`config.mk`:
```
export PLATFORM = sky130hd
export DESIGN_NAME = secret_accum_sched_flat
export DESIGN_NICKNAME = d
export VERILOG_FILES = /design/src/rtl/secret_accum_sched_pkg.sv /design/src/rtl/secret_accum_sched_if.sv /design/src/rtl/secret_accum_sched_rr_arbiter.sv /design/src/rtl/secret_accum_sched.sv /design/src/flat_wrapper.sv
export SDC_FILE = /design/constraint.sdc
export NUM_CORES = 1
export LEC_CHECK = 0
export BUFFER_PORTS_ARGS = -buffer_cell sky130_fd_sc_hd__buf_2
export CELL_PAD_IN_SITES_DETAIL_PLACEMENT = 1
export CELL_PAD_IN_SITES_GLOBAL_PLACEMENT = 1
export CORE_MARGIN = 2
export CORE_UTILIZATION = 35
export DETAILED_ROUTE_END_ITERATION = 7
export GPL_TIMING_DRIVEN = 0
export PLACE_DENSITY = 0.82
export SYNTH_ARGS = -nofsm -noshare
export SYNTH_HDL_FRONTEND = slang
export SYNTH_SLANG_ARGS = --single-unit
```
`constraint.sdc`:
```
create_clock -name clk -period 3.52 [get_ports clk]
set_clock_uncertainty 0.2 [all_clocks]
set_input_delay 0.704 -clock clk [delete_from_list [all_inputs] [get_ports clk]]
set_output_delay 0.704 -clock clk [all_outputs]
set_load 0.01 [all_outputs]
```
`src/rtl/secret_accum_sched_pkg.sv`:
```
// secret_sched_pkg: shared types, defaults and round-robin pick for the accumulator scheduler
package secret_sched_pkg;

    typedef enum logic [1:0] {IDLE, ISSUE, WAIT, RESP} state_t;

    localparam int DEF_DW      = 32;
    localparam int DEF_ACC_LAT = 1;

    // First set bit of valid at or after ptr, wrapping at n; ptr when none is set
    function automatic int rr_pick(input logic [7:0] valid, input int ptr, input int n);
        int j;
        rr_pick = ptr;
        for (int k = n - 1; k >= 0; k--) begin
            j = (ptr + k) % n;
            if (valid[j[2:0]]) rr_pick = j;
        end
    endfunction

endpackage

```
`src/rtl/secret_accum_sched_if.sv`:
```
// secret_accum_sched_if: requester-side request bus and tagged response channel
interface secret_accum_sched_if #(
    parameter int NREQ = 2,
    parameter int DW   = 32
);
    localparam int IDW = NREQ > 1 ? $clog2(NREQ) : 1;

    logic [NREQ-1:0]    req_valid;
    logic [NREQ-1:0]    req_ready;
    logic [NREQ*DW-1:0] req_data;
    logic [NREQ-1:0]    req_bypass;
    logic               rsp_valid;
    logic               rsp_ready;
    logic [IDW-1:0]     rsp_id;
    logic [DW-1:0]      rsp_data;

    modport master (
        output req_valid, req_data, req_bypass, rsp_ready,
        input  req_ready, rsp_valid, rsp_id, rsp_data
    );

    modport slave (
        input  req_valid, req_data, req_bypass, rsp_ready,
        output req_ready, rsp_valid, rsp_id, rsp_data
    );

endinterface

```
`src/rtl/secret_accum_sched_rr_arbiter.sv`:
```
// rr_arbiter: combinational round-robin winner search starting at a pointer
module rr_arbiter
    import secret_sched_pkg::*;
#(
    parameter  int NREQ = 2,
    localparam int IDW  = NREQ > 1 ? $clog2(NREQ) : 1
) (
    input  logic [NREQ-1:0] i_valid,
    input  logic [IDW-1:0]  i_ptr,
    output logic [NREQ-1:0] o_grant,
    output logic [IDW-1:0]  o_idx
);

    logic [7:0]     w_valid;
    logic [IDW-1:0] w_idx;

    assign w_valid = 8'(i_valid);
    assign w_idx   = IDW'(rr_pick(w_valid, int'(i_ptr), NREQ));
    assign o_idx   = w_idx;
    assign o_grant = (|i_valid) ? (NREQ'(1) << w_idx) : '0;

endmodule

```
`src/rtl/secret_accum_sched.sv`:
```
// secret_accum_sched: round-robin time-sharing of one secret accumulator among NREQ requesters
module secret_accum_sched
    import secret_sched_pkg::*;
#(
    parameter  int NREQ    = 2,
    parameter  int DW      = DEF_DW,
    parameter  int ACC_LAT = DEF_ACC_LAT,
    localparam int IDW     = NREQ > 1 ? $clog2(NREQ) : 1
) (
    input  logic                 clk,
    input  logic                 rst,
    secret_accum_sched_if.slave  bus,
    output logic [DW-1:0]        accum_in,
    output logic                 accum_bypass,
    input  logic [DW-1:0]        accum_out,
    input  logic [DW-1:0]        accum_bypass_out,
    output logic                 busy
);

    state_t          r_state;
    logic [IDW-1:0]  r_ptr;
    logic [IDW-1:0]  r_id;
    logic [2:0]      r_cnt;
    logic            r_rsp_valid;
    logic [DW-1:0]   r_rsp_data;
    logic [DW-1:0]   r_accum_in;
    logic            r_accum_byp;
    logic            r_busy;
    logic [NREQ-1:0] w_grant;
    logic [IDW-1:0]  w_idx;

    rr_arbiter #(.NREQ(NREQ)) u_arb (
        .i_valid (bus.req_valid),
        .i_ptr   (r_ptr),
        .o_grant (w_grant),
        .o_idx   (w_idx)
    );

    // Ready is offered only while idle, and never while reset is held
    assign bus.req_ready = (r_state == IDLE && !rst) ? w_grant : '0;
    assign bus.rsp_valid = r_rsp_valid;
    assign bus.rsp_id    = r_id;
    assign bus.rsp_data  = r_rsp_data;
    assign accum_in      = r_accum_in;
    assign accum_bypass  = r_accum_byp;
    assign busy          = r_busy;

    // Transaction sequencer: accept, drive the accumulator for one cycle, wait out its latency, answer
    always_ff @(posedge clk or posedge rst) begin
        if (rst) begin
            r_state     <= IDLE;
            r_ptr       <= '0;
            r_id        <= '0;
            r_cnt       <= '0;
            r_rsp_valid <= 1'b0;
            r_rsp_data  <= '0;
            r_accum_in  <= '0;
            r_accum_byp <= 1'b0;
            r_busy      <= 1'b0;
        end else begin
            case (r_state)
                IDLE: if (|bus.req_valid) begin
                    r_id        <= w_idx;
                    r_accum_in  <= bus.req_data[int'(w_idx)*DW +: DW];
                    r_accum_byp <= bus.req_bypass[w_idx];
                    r_busy      <= 1'b1;
                    r_state     <= ISSUE;
                end
                ISSUE: begin
                    r_accum_in  <= '0;
                    r_accum_byp <= 1'b0;
                    if (r_accum_byp) begin
                        r_rsp_data  <= accum_bypass_out;
                        r_rsp_valid <= 1'b1;
                        r_state     <= RESP;
                    end else begin
                        r_cnt   <= 3'(ACC_LAT - 1);
                        r_state <= WAIT;
                    end
                end
                WAIT: if (r_cnt == '0) begin
                    r_rsp_data  <= accum_out;
                    r_rsp_valid <= 1'b1;
                    r_state     <= RESP;
                end else begin
                    r_cnt <= r_cnt - 3'd1;
                end
                RESP: if (bus.rsp_ready) begin
                    r_rsp_valid <= 1'b0;
                    r_busy      <= 1'b0;
                    r_ptr       <= (r_id == IDW'(NREQ - 1)) ? '0 : r_id + 1'b1;
                    r_state     <= IDLE;
                end
                default: r_state <= IDLE;
            endcase
        end
    end

endmodule

```
`src/flat_wrapper.sv`:
```
// flat-port wrapper written by rule: the top's interface ports become plain ports
module secret_accum_sched_flat import secret_sched_pkg::*;
#(
    parameter  int NREQ    = 2,
    parameter  int DW      = DEF_DW,
    parameter  int ACC_LAT = DEF_ACC_LAT,
    localparam int IDW     = NREQ > 1 ? $clog2(NREQ) : 1
)
  (clk, rst, accum_in, accum_bypass, accum_out, accum_bypass_out, busy, bus_req_valid, bus_req_data, bus_req_bypass, bus_rsp_ready, bus_req_ready, bus_rsp_valid, bus_rsp_id, bus_rsp_data);
  secret_accum_sched_if #(.NREQ(NREQ), .DW(DW)) bus_i ();
  input  logic clk;
  input  logic rst;
  output logic [DW-1:0] accum_in;
  output logic accum_bypass;
  input  logic [DW-1:0] accum_out;
  input  logic [DW-1:0] accum_bypass_out;
  output logic busy;
  input wire logic [$bits(bus_i.req_valid)-1:0] bus_req_valid;
  input wire logic [$bits(bus_i.req_data)-1:0] bus_req_data;
  input wire logic [$bits(bus_i.req_bypass)-1:0] bus_req_bypass;
  input wire logic [$bits(bus_i.rsp_ready)-1:0] bus_rsp_ready;
  output wire logic [$bits(bus_i.req_ready)-1:0] bus_req_ready;
  output wire logic [$bits(bus_i.rsp_valid)-1:0] bus_rsp_valid;
  output wire logic [$bits(bus_i.rsp_id)-1:0] bus_rsp_id;
  output wire logic [$bits(bus_i.rsp_data)-1:0] bus_rsp_data;
  assign bus_i.req_valid = bus_req_valid;
  assign bus_i.req_data = bus_req_data;
  assign bus_i.req_bypass = bus_req_bypass;
  assign bus_i.rsp_ready = bus_rsp_ready;
  assign bus_req_ready = bus_i.req_ready;
  assign bus_rsp_valid = bus_i.rsp_valid;
  assign bus_rsp_id = bus_i.rsp_id;
  assign bus_rsp_data = bus_i.rsp_data;
  secret_accum_sched #(.NREQ(NREQ), .DW(DW), .ACC_LAT(ACC_LAT)) u_core (.clk(clk), .rst(rst), .bus(bus_i), .accum_in(accum_in), .accum_bypass(accum_bypass), .accum_out(accum_out), .accum_bypass_out(accum_bypass_out), .busy(busy));
endmodule
```
==> impl_metrics.toml, run 1 <==
[power]
power_frac_seq_pct = 28.3
swShare_pct = 38.91
p_switching_mw = 1.919
irDropWorstVdd_uv = 236.3
power_frac_comb_pct = 50.0
clkPwrFrac_pct = 21.7
p_leak_nw = 2.816
design_power_total_mw = 4.931
powerDensity_nw_per_um2 = 850.4
p_int_mw = 3.012

[timing]
hold_violations = 0
fmax_ghz = 0.3535
period_needed_ns = 2.829
tightest_slew_ns = 0.6015
relSlewSlack_pct = 59.72
drv_slew = 0
setup_viol = 0
fin_setup_tns_ns = 0
finalCritPeriodShare_pct = 80.36
rsz0062_at_grt = "false"

[synth]
yosysTopAreaCell = "dfrtp_1"
synth-edff-count = 0
avgSynthCellArea_sq_um = 11.64
syn_area_sq_um = 4215
yosys.area.top_type_share_pct = 43.93
synthAdderAreaFrac_pct = 2.642
async_flop_share_pct = 100.0
yosys_warnings = 0
synth_compound_area_share_pct = 24.34
synth_xor_area_share_pct = 0
synthTopCellsByCount = "dfrtp_1 (74), mux2_1 (50), inv_1 (40), o2111ai_1 (33), o311ai_2 (30)"
syn-num-nets = 505
yosys_most_used_dff = "dfrtp_1"
seq_area_frac_synth_pct = 43.93
synth_top_family_by_area = "compound AO/OA/AOI/OAI gates"
yosys.cell_types.count = 30
synth_seq_cells = 74
synthMuxAreaShare_pct = 18.08
post-synth-top-count-cell = "dfrtp_1"
synth.area.top_cells = "dfrtp_1 (44%), mux2_1 (13%), o311ai_2 (12%)"
synthCells = 362
synth-simple-area-share_pct = 3.443

[die]
die_width_um = 113.7
rows = 40
start_util_pct = 35.54
core-area_sq_um = 11860
die_area_sq_um = 12940
die_h_um = 113.7
ioPinCount = 205

[routing]
drt_wl_total_um = 13610
drc = 0
firstDrtPassIters = 4
drt_iter0_markers = 113
viasPerCell = 5.220
ant_nets = 0
wl_per_cell_um = 18.62
vias = 3816

[worst_setup_path]
arrival_ns = 1.92
cp_max_fo = 10
cp.required_ns = 2.62
r2r-end = "u_core.accum_in[5]"
r2r_slack_ns = 0.96
end_kind = "primary output"
critical_path_class = "input port to primary output"
start_kind = "input port"
reg2reg_from = "u_core.r_state[0]"
rr_worst_depth = 6

[finish]
drive_above_1_share_pct = 48.54
nFillCells = 1375
fin_cells = 731
postLayoutCoreUtil_pct = 48.88
finalNetCount = 721
synthToLayoutAreaGrowth_pct = 37.55
register_area_sq_um = 1852
multi_input_area_sq_um = 2044

[clocking]
numCtsBuffers = 9
ctsResizeCount = 0
clk_latency_ns = 0.33
numClockSinks = 74
htreeDepth = 3
cts_tree = "done"
cts.clk_slew.worst_paths_ns = 0.06
cts-root-buf = "clkbuf_16"
cts_setup_buffers = 0
cts_max_path_buffers = 2
hold_buffers = 0

[placed_design]
dp_cells = 714
hpwl_um = 10640
port_buffers = 204
gp_congestion = 0.7971

[global_route]
grt_pass1_vias = 4126
grt_max_degree = 63
grt_use_total_pct = 21.22
grt_pass1_wl_um = 21330
grt_antenna_before_repair = 2
gr-total-overflow = 0

[hold_path]
hold_class = "input port to asynchronous set/reset pin"

[status]
status = "finished clean"

[flow_run]
maxCapViolCount = 0
[routing by layer]
metal  routed length (um)  track usage [%]  vias to the layer above  share of wire, %
met5                   13                0                        -             0.096
met4                  220            6.829                        2               1.6
met3                 1058            5.579                       20               7.8
met2                 6722            38.40                      177                49
met1                 5596            24.44                     1822                41
li1                     -                -                     1795                 -
[power by group through the flow]
stage	sequential, mW	combinational (mW)	clock, mW
6_report	1.40	2.47	1.07
5_1_grt	1.44	2.70	1.14
3_5_place_dp	1.41	2.49	0
4_1_cts	1.40	2.50	1.09
3_3_place_gp	1.39	2.39	0
2_1_floorplan	1.53	1.51	0
[worst max-delay path, cell delays in order]
cell	delay, ns
buf_2	0.13
clkbuf_1	0.38
buf_2	0.31
o21ai_1	0.09
nor3_1	0.13
buf_2	0.17
[registers in the layout (all words and copies together), names as in the netlist]
| signal | flops |
|---|---|
| u_core.accum_bypass | 1 |
| u_core.busy | 1 |
| u_core.bus.rsp_valid | 1 |
| u_core.accum_in | 32 |
| u_core.r_state | 2 |
| u_core.bus.rsp_data | 32 |
| u_core.bus.rsp_id | 1 |
| u_core.r_ptr | 1 |
| u_core.r_cnt | 3 |
[per-stage QoR]
step	setup WS, ns	hold slack [ns]	cell area, sq um
after global placement	-0.3157	0.2703	5420
after detailed placement	0.6692	0.2761	5450
after floorplan	0.7344	0.2946	4215
final	0.6913	0.1135	5798
after global routing	0.5477	0.1228	5798
after CTS	0.6668	0.1070	5796
[cells by family (layout without fill, tap and decap cells)]
group | after synthesis | in the layout
AO/OA/AOI/OAI | 108 | 108
buffers and inverters | 75 | 296
adder cells (fa/ha/maj) | 9 | 9
multiplexers | 68 | 68
other | 0 | 1
AND/OR/NAND/NOR | 28 | 28
flip-flops | 74 | 74
[cell usage in the layout, fill, tap and decap left out, drive strengths merged]
cell | Yosys | routed
ha | 8 | 8
nor2b | 3 | 3
mux2i | 3 | 3
nand2b | 4 | 4
a31oi | 1 | 1
nor3 | 3 | 3
buf | 15 | 220
nand3 | 3 | 3
nand2 | 9 | 9
inv | 41 | 41
o21ai | 37 | 37
or4 | 1 | 1
nand4 | 1 | 1
nor3b | 1 | 1
dfrtp | 74 | 74
o2bb2ai | 1 | 1
clkinv | 0 | 1
clkbuf | 19 | 31
diode | 0 | 1
mux2 | 65 | 65
maj3 | 1 | 1
o311ai | 34 | 34
o2111ai | 33 | 33
a21oi | 1 | 1
a32oi | 1 | 1
bufinv | 0 | 3
nor2 | 3 | 3
[worst max-delay path by stage]
stage	depth (start not counted)	startpoint	endpoint
detailed placement	6	bus_req_valid[1]	bus_req_ready[1]
floorplan	1	rst	u_core.accum_bypass
CTS	6	bus_req_valid[1]	bus_req_ready[1]
global placement	2	rst	u_core.bus.rsp_data[14]
finish	6	bus_req_valid[1]	bus_req_ready[1]
global route	6	u_core.r_ptr	bus_req_ready[0]
[final cells by class]
type / count / share of cell area [%]
multi-input combinational: 213 / 35.26
sequential: 74 / 31.94
timing repair buffer: 205 / 18.08
clock buffer: 12 / 4.251
tap: 147 / 3.172
buffer: 34 / 2.849
inverter: 41 / 2.697
clock inverter: 4 / 1.705
antenna: 1 / 0.04316
Note: power is estimated with default switching activity, not from simulation.
==> inputs of run 2 (changes only) <==
ABC_AREA = 1   (was default)
CORE_UTILIZATION = 29   (was 35)
PLACE_DENSITY = 0.79   (was 0.82)
clock period = 2.45 ns   (was 3.52 ns; I/O delays follow)
==> run 2 against run 1 <==
Compared with the run above: sequential power is 51% higher; total power increased by 49%; sequential share of layout area grew 0.40 points; routed wire length down 0.96%; synthesized cell count rose by 49%; core utilization decreased by 7.5 points; sequential cell count did not move; register-to-register slack got worse by 0.73 ns; first-iteration DRC count is 27% higher; worst hold slack gained 0.016 ns; via count up 14%; critical endpoint is now bus_req_ready[0]; largest cell class is now registers.
==> impl_metrics.toml, run 2 <==
[status]
status = "finished clean"

[power]
power_frac_comb_pct = 50.2
powerDensity_nw_per_um2 = 1283
clkPwrFrac_pct = 21.0
power_frac_seq_pct = 28.8
irDropWorstVdd_uv = 429.8
swShare_pct = 42.48
p_switching_mw = 3.120
p_leak_nw = 3.296
p_int_mw = 4.226
design_power_total_mw = 7.346

[die]
die_width_um = 122.7
ioPinCount = 205
die_h_um = 122.7
die_area_sq_um = 15050
start_util_pct = 29.54
rows = 43
core-area_sq_um = 13830

[synth]
yosys_most_used_dff = "dfrtp_1"
yosys.cell_types.count = 20
avgSynthCellArea_sq_um = 7.577
syn-num-nets = 682
post-synth-top-count-cell = "nand2_1"
yosysTopAreaCell = "dfrtp_1"
synthCells = 539
syn_area_sq_um = 4084
synthTopCellsByCount = "nand2_1 (126), nand3_1 (97), inv_1 (79), dfrtp_1 (74), o21ai_0 (71)"
yosys.area.top_type_share_pct = 45.34
seq_area_frac_synth_pct = 45.34
synth.area.top_cells = "dfrtp_1 (45%), nand3_1 (12%), nand2_1 (12%)"
async_flop_share_pct = 100.0
yosys_warnings = 0
synth-edff-count = 0
synth_seq_cells = 74

[routing]
wl_met1_um = 5838
viasPerCell = 4.621
dr_wl_met3_um = 1210
drt_iter0_markers = 143
drt_wl_total_um = 13480
ant_nets = 0
wl_per_cell_um = 14.34
met2_length_um = 6279
drc = 0
firstDrtPassIters = 4
vias = 4344
maxUsedRoutingLayer = "met4"

[clocking]
htreeDepth = 3
cts-root-buf = "clkbuf_16"
cts.clk_slew.worst_paths_ns = 0.06
numCtsBuffers = 9
cts_max_path_buffers = 2
cts_tree = "done"
cts_setup_buffers = 0
clk_latency_ns = 0.33
hold_buffers = 0
numClockSinks = 74

[worst_setup_path]
critPathSlowestCell = "dfrtp_1"
path_delay_family = "buffers and inverters"
end_kind = "primary output"
crit_chain = "inv_1 -> ha_4 -> inv_2 -> nor3_1 -> buf_2"
cp.required_ns = 1.76
critical_path_class = "flip-flop to primary output"
cpPeakStageDelay_ns = 0.44
cp_max_fo = 6
start_kind = "flip-flop"
path_buf_inv = 3
arrival_ns = 1.65

[timing]
finalCritPeriodShare_pct = 95.40
period_needed_ns = 2.337
relSlewSlack_pct = 43.59
fin_setup_tns_ns = 0
tightest_slew_ns = 0.8443
drv_slew = 0
hold_violations = 0
fmax_ghz = 0.4278
setup_viol = 0
rsz0062_at_grt = "false"

[placed_design]
port_buffers = 204
hpwl_um = 10590
gp_congestion = 0.7783

[hold_path]
hold_class = "input port to asynchronous set/reset pin"

[finish]
layout.cells.most_common = "buf_2"
layout_common_cells = "buf_2 (220), nand2_1 (126), nand3_1 (97)"
nFillCells = 1792
synthToLayoutAreaGrowth_pct = 40.23
diodes = 0
finalNetCount = 898
drive_above_1_share_pct = 38.16

[global_route]
grt_antenna_before_repair = 0
grt_pass1_vias = 4270
gr-total-overflow = 0
grt_use_total_pct = 17.78
grt_max_degree = 39
grt_pass1_wl_um = 20980

[flow_run]
maxCapViolCount = 0
==> run 2: changes by cell type after synthesis, moves of 4 or more <==
cell       previous run  this run
o2111ai_1            33         0
inv_1                40        79
o21ai_0              28        71
clkbuf_1             19         9
nand2b_1              4         0
nand3_1               3        97
mux2_2               15         0
o311ai_2             30         0
o21ai_1               9         0
buf_2                12        16
mux2_1               50         0
nand2_1               9       126
or2_2                 0        34
nand3_2               0         6
==> run 2: path summary, 6_finish.rpt <==
kind / from / slack [ns] / cells past startpoint / to
max: u_core.r_state[0] / 0.11 / 5 / bus_req_ready[0]
min in group clk: bus_req_data[21] / 0.26 / 5 / u_core.accum_in[21]
max reg2reg: u_core.r_state[0] / 0.23 / 6 / u_core.bus.rsp_data[21]
max in group asynchronous: rst / 1.26 / 3 / u_core.bus.rsp_data[12]
min: rst / 0.13 / 2 / u_core.accum_in[6]
min reg2reg: u_core.bus.rsp_valid / 0.27 / 2 / u_core.bus.rsp_valid
==> run 2: kinds of logic (layout without fill, tap and decap cells) <==
kind of cell / Yosys count / count (layout) / share of synthesized area (%)
adder cells (fa/ha/maj): 8 / 8 / 2.451
AO/OA/AOI/OAI: 72 / 72 / 8.915
AND/OR/NAND/NOR: 275 / 275 / 31.99
buffers and inverters: 110 / 331 / 11.30
flip-flops: 74 / 74 / 45.34
==> run 2: power groups by stage <==
stage | combinational [mW] | clock [mW] | sequential, mW
after CTS | 3.74 | 1.59 | 2.12
after floorplan | 2.09 | 0 | 2.34
after global routing | 4.22 | 1.64 | 2.19
final | 3.69 | 1.54 | 2.12
after detailed placement | 3.72 | 0 | 2.13
after global placement | 3.60 | 0 | 2.12
==> run 2: final cells by class <==
cell class | instances | area [sq um] | area share [%]
clock inverter | 6 | 113.9 | 1.988
sequential | 74 | 1852 | 32.34
buffer | 30 | 161.4 | 2.818
clock buffer | 10 | 239.0 | 4.173
multi-input combinational | 355 | 1790 | 31.27
inverter | 80 | 304.0 | 5.309
timing repair buffer | 205 | 1041 | 18.18
tap | 180 | 225.2 | 3.933
==> run 2: per-layer routing <==
layer	vias to the layer above	GRT usage, %
met5	-	0
met1	2037	22.32
li1	2133	-
met2	160	29.70
met3	14	5.669
met4	0	4.239
==> run 2: timing repair <==
item | CTS | global route
hold endpoints to repair | 0 | 0
resized for setup | 1 | 2
gates cloned | 0 | 0
endpoints found under the setup margin | 1 | 2
==> run 2: per-stage QoR <==
| stage | instance area (sq um) | cells | setup slack (ns) | hold slack (ns) | util (%) |
|---|---|---|---|---|---|
| final | 5727 | 940 | 0.1126 | 0.1295 | 41.42 |
| after global routing | 5727 | 940 | 0.003041 | 0.1908 | 41.42 |
| after CTS | 5709 | 940 | 0.008551 | 0.1597 | 41.29 |
| after detailed placement | 5354 | 924 | 0.2471 | 0.2603 | 38.72 |
| after global placement | 5334 | 923 | 0.2525 | 0.2566 | 38.58 |
| after floorplan | 4088 | 539 | 0.5612 | 0.2530 | - |
==> inputs of run 3 (changes only) <==
RECOVER_POWER = 25   (was default)
==> run 3 against run 2 <==
Compared with the run above: largest power group unchanged; highest routed layer unchanged; global-route usage unchanged; critical endpoint unchanged; via count unchanged; worst setup slack unchanged; the flow now finishes with violations (max-capacitance violations, max-slew violations); combinational power about the same; clock power about the same; sequential power about the same; non-clock buffer count unchanged.
==> impl_metrics.toml, run 3 (synthesized netlist as in run 2, its figures left out) <==
[clocking]
cts.clk_slew.worst_paths_ns = 0.06
cts-root-buf = "clkbuf_16"
numClockSinks = 74
numCtsBuffers = 9
cts_max_path_buffers = 2
htreeDepth = 3
cts_tree = "done"
clk_latency_ns = 0.33
hold_buffers = 0

[worst_setup_path]
r2r_slack_ns = 0.23
cp.required_ns = 1.76
start_kind = "flip-flop"
rr_worst_depth = 6
arrival_ns = 1.65
critical_path.startpoint = "u_core.r_state[0]"
cp_max_fo = 6
end_kind = "primary output"
reg2reg_from = "u_core.r_state[0]"
critical_path_class = "flip-flop to primary output"
r2r-end = "u_core.bus.rsp_data[21]"
worstSetupEndpoint = "bus_req_ready[0]"

[finish]
synthToLayoutAreaGrowth_pct = 39.83
final_area_sq_um = 5710
fin_cells = 940
finalNetCount = 898
diodes = 0
nFillCells = 1795
layout_common_cells = "buf_2 (219), nand2_1 (126), nand3_1 (97)"
layout.cells.most_common = "buf_2"
drive_above_1_share_pct = 38.03

[routing]
firstDrtPassIters = 4
viasPerCell = 4.621
drt_wl_total_um = 13480
vias = 4344
drt_iter0_markers = 143
ant_nets = 0
drc = 0
wl_per_cell_um = 14.34

[global_route]
busiest_layer = "met2"
grt_max_degree = 39
grtUsageMet2_pct = 29.70
grt_pass1_wl_um = 20980
grt_pass1_vias = 4270
gr-total-overflow = 0
globalRouteMet1Util_pct = 22.32
grt_use_total_pct = 17.78
grt_antenna_before_repair = 0
use_met3_pct = 5.669

[hold_path]
hold_class = "input port to flip-flop"
min_from = "bus_req_data[21]"

[timing]
rsz0062_at_grt = "false"
finalCritPeriodShare_pct = 95.40
fin_setup_tns_ns = 0
hold_violations = 0
relSlewSlack_pct = -12.40
setup_viol = 0
tightest_slew_ns = 1.677
fin_ws_ns = 0.1126
drv_slew = 39
fmax_ghz = 0.4278
period_needed_ns = 2.337

[placed_design]
dp_slack_ns = 0.2471
gp_congestion = 0.7783
hpwl_um = 10590
dp_cells = 924
postPlaceCellArea_sq_um = 5354
port_buffers = 204

[die]
die_area_sq_um = 15050
die_width_um = 122.7
rows = 43
core-area_sq_um = 13830
ioPinCount = 205
die_h_um = 122.7
start_util_pct = 29.54

[power]
p_leak_nw = 3.288
powerDensity_nw_per_um2 = 1286
design_power_total_mw = 7.343
irDropWorstVdd_uv = 429.8

[status]
status = "finished with violations"
violations = "max-capacitance violations, max-slew violations"

[flow_run]
maxCapViolCount = 1
==> run 3: cell type report <==
type | count | area, sq um | area share, %
timing repair buffer | 205 | 1027 | 17.99
buffer | 30 | 161.4 | 2.826
tap | 180 | 225.2 | 3.944
inverter | 80 | 301.5 | 5.280
clock buffer | 10 | 239.0 | 4.185
sequential | 74 | 1852 | 32.43
multi-input combinational | 355 | 1790 | 31.35
clock inverter | 6 | 113.9 | 1.994
==> run 3: repair_timing <==
action                                  4_1_cts  5_1_grt
cloned                                        0        0
endpoints found under the setup margin        1        2
gates resized for setup                       1        2
setup buffers                                 0        0
==> run 3: worst min path at each step <==
stage | end | slack (ns) | cells past startpoint
after CTS | u_core.accum_in[6] | 0.16 | 2
after detailed placement | u_core.bus.rsp_valid | 0.26 | 2
after global placement | u_core.bus.rsp_valid | 0.26 | 2
after floorplan | u_core.r_cnt[0] | 0.25 | 2
final | u_core.accum_in[21] | 0.26 | 5
after global routing | u_core.accum_bypass | 0.27 | 5
==> run 3: critical path: stages (launching register included) <==
cell and delay, ns:
dfrtp_1 0.44, inv_1 0.19, ha_4 0.21, inv_2 0.08, nor3_1 0.23, buf_2 0.17
==> run 3: power breakdown <==
part           total (mW)  switching (mW)  internal, mW
Combinational        3.68            2.29          1.39
Clock                1.54           0.520          1.02
Sequential           2.12           0.307          1.81
Total                7.34            3.12          4.22
==> run 3: routing by layer <==
layer / share of wire, % / vias to the layer above / wire length (um)
met5: 0 / - / 0
met3: 9.0 / 14 / 1210
met2: 47 / 160 / 6278
li1: - / 2133 / -
met4: 1.1 / 0 / 151
met1: 43 / 2037 / 5841
==> run 3: metrics by stage <==
stage | util [%] | hold WS, ns
2_1_floorplan | - | 0.2530
3_3_place_gp | 38.58 | 0.2566
3_5_place_dp | 38.72 | 0.2603
4_1_cts | 41.29 | 0.1597
5_1_grt | 41.30 | 0.2658
6_report | 41.30 | 0.2581
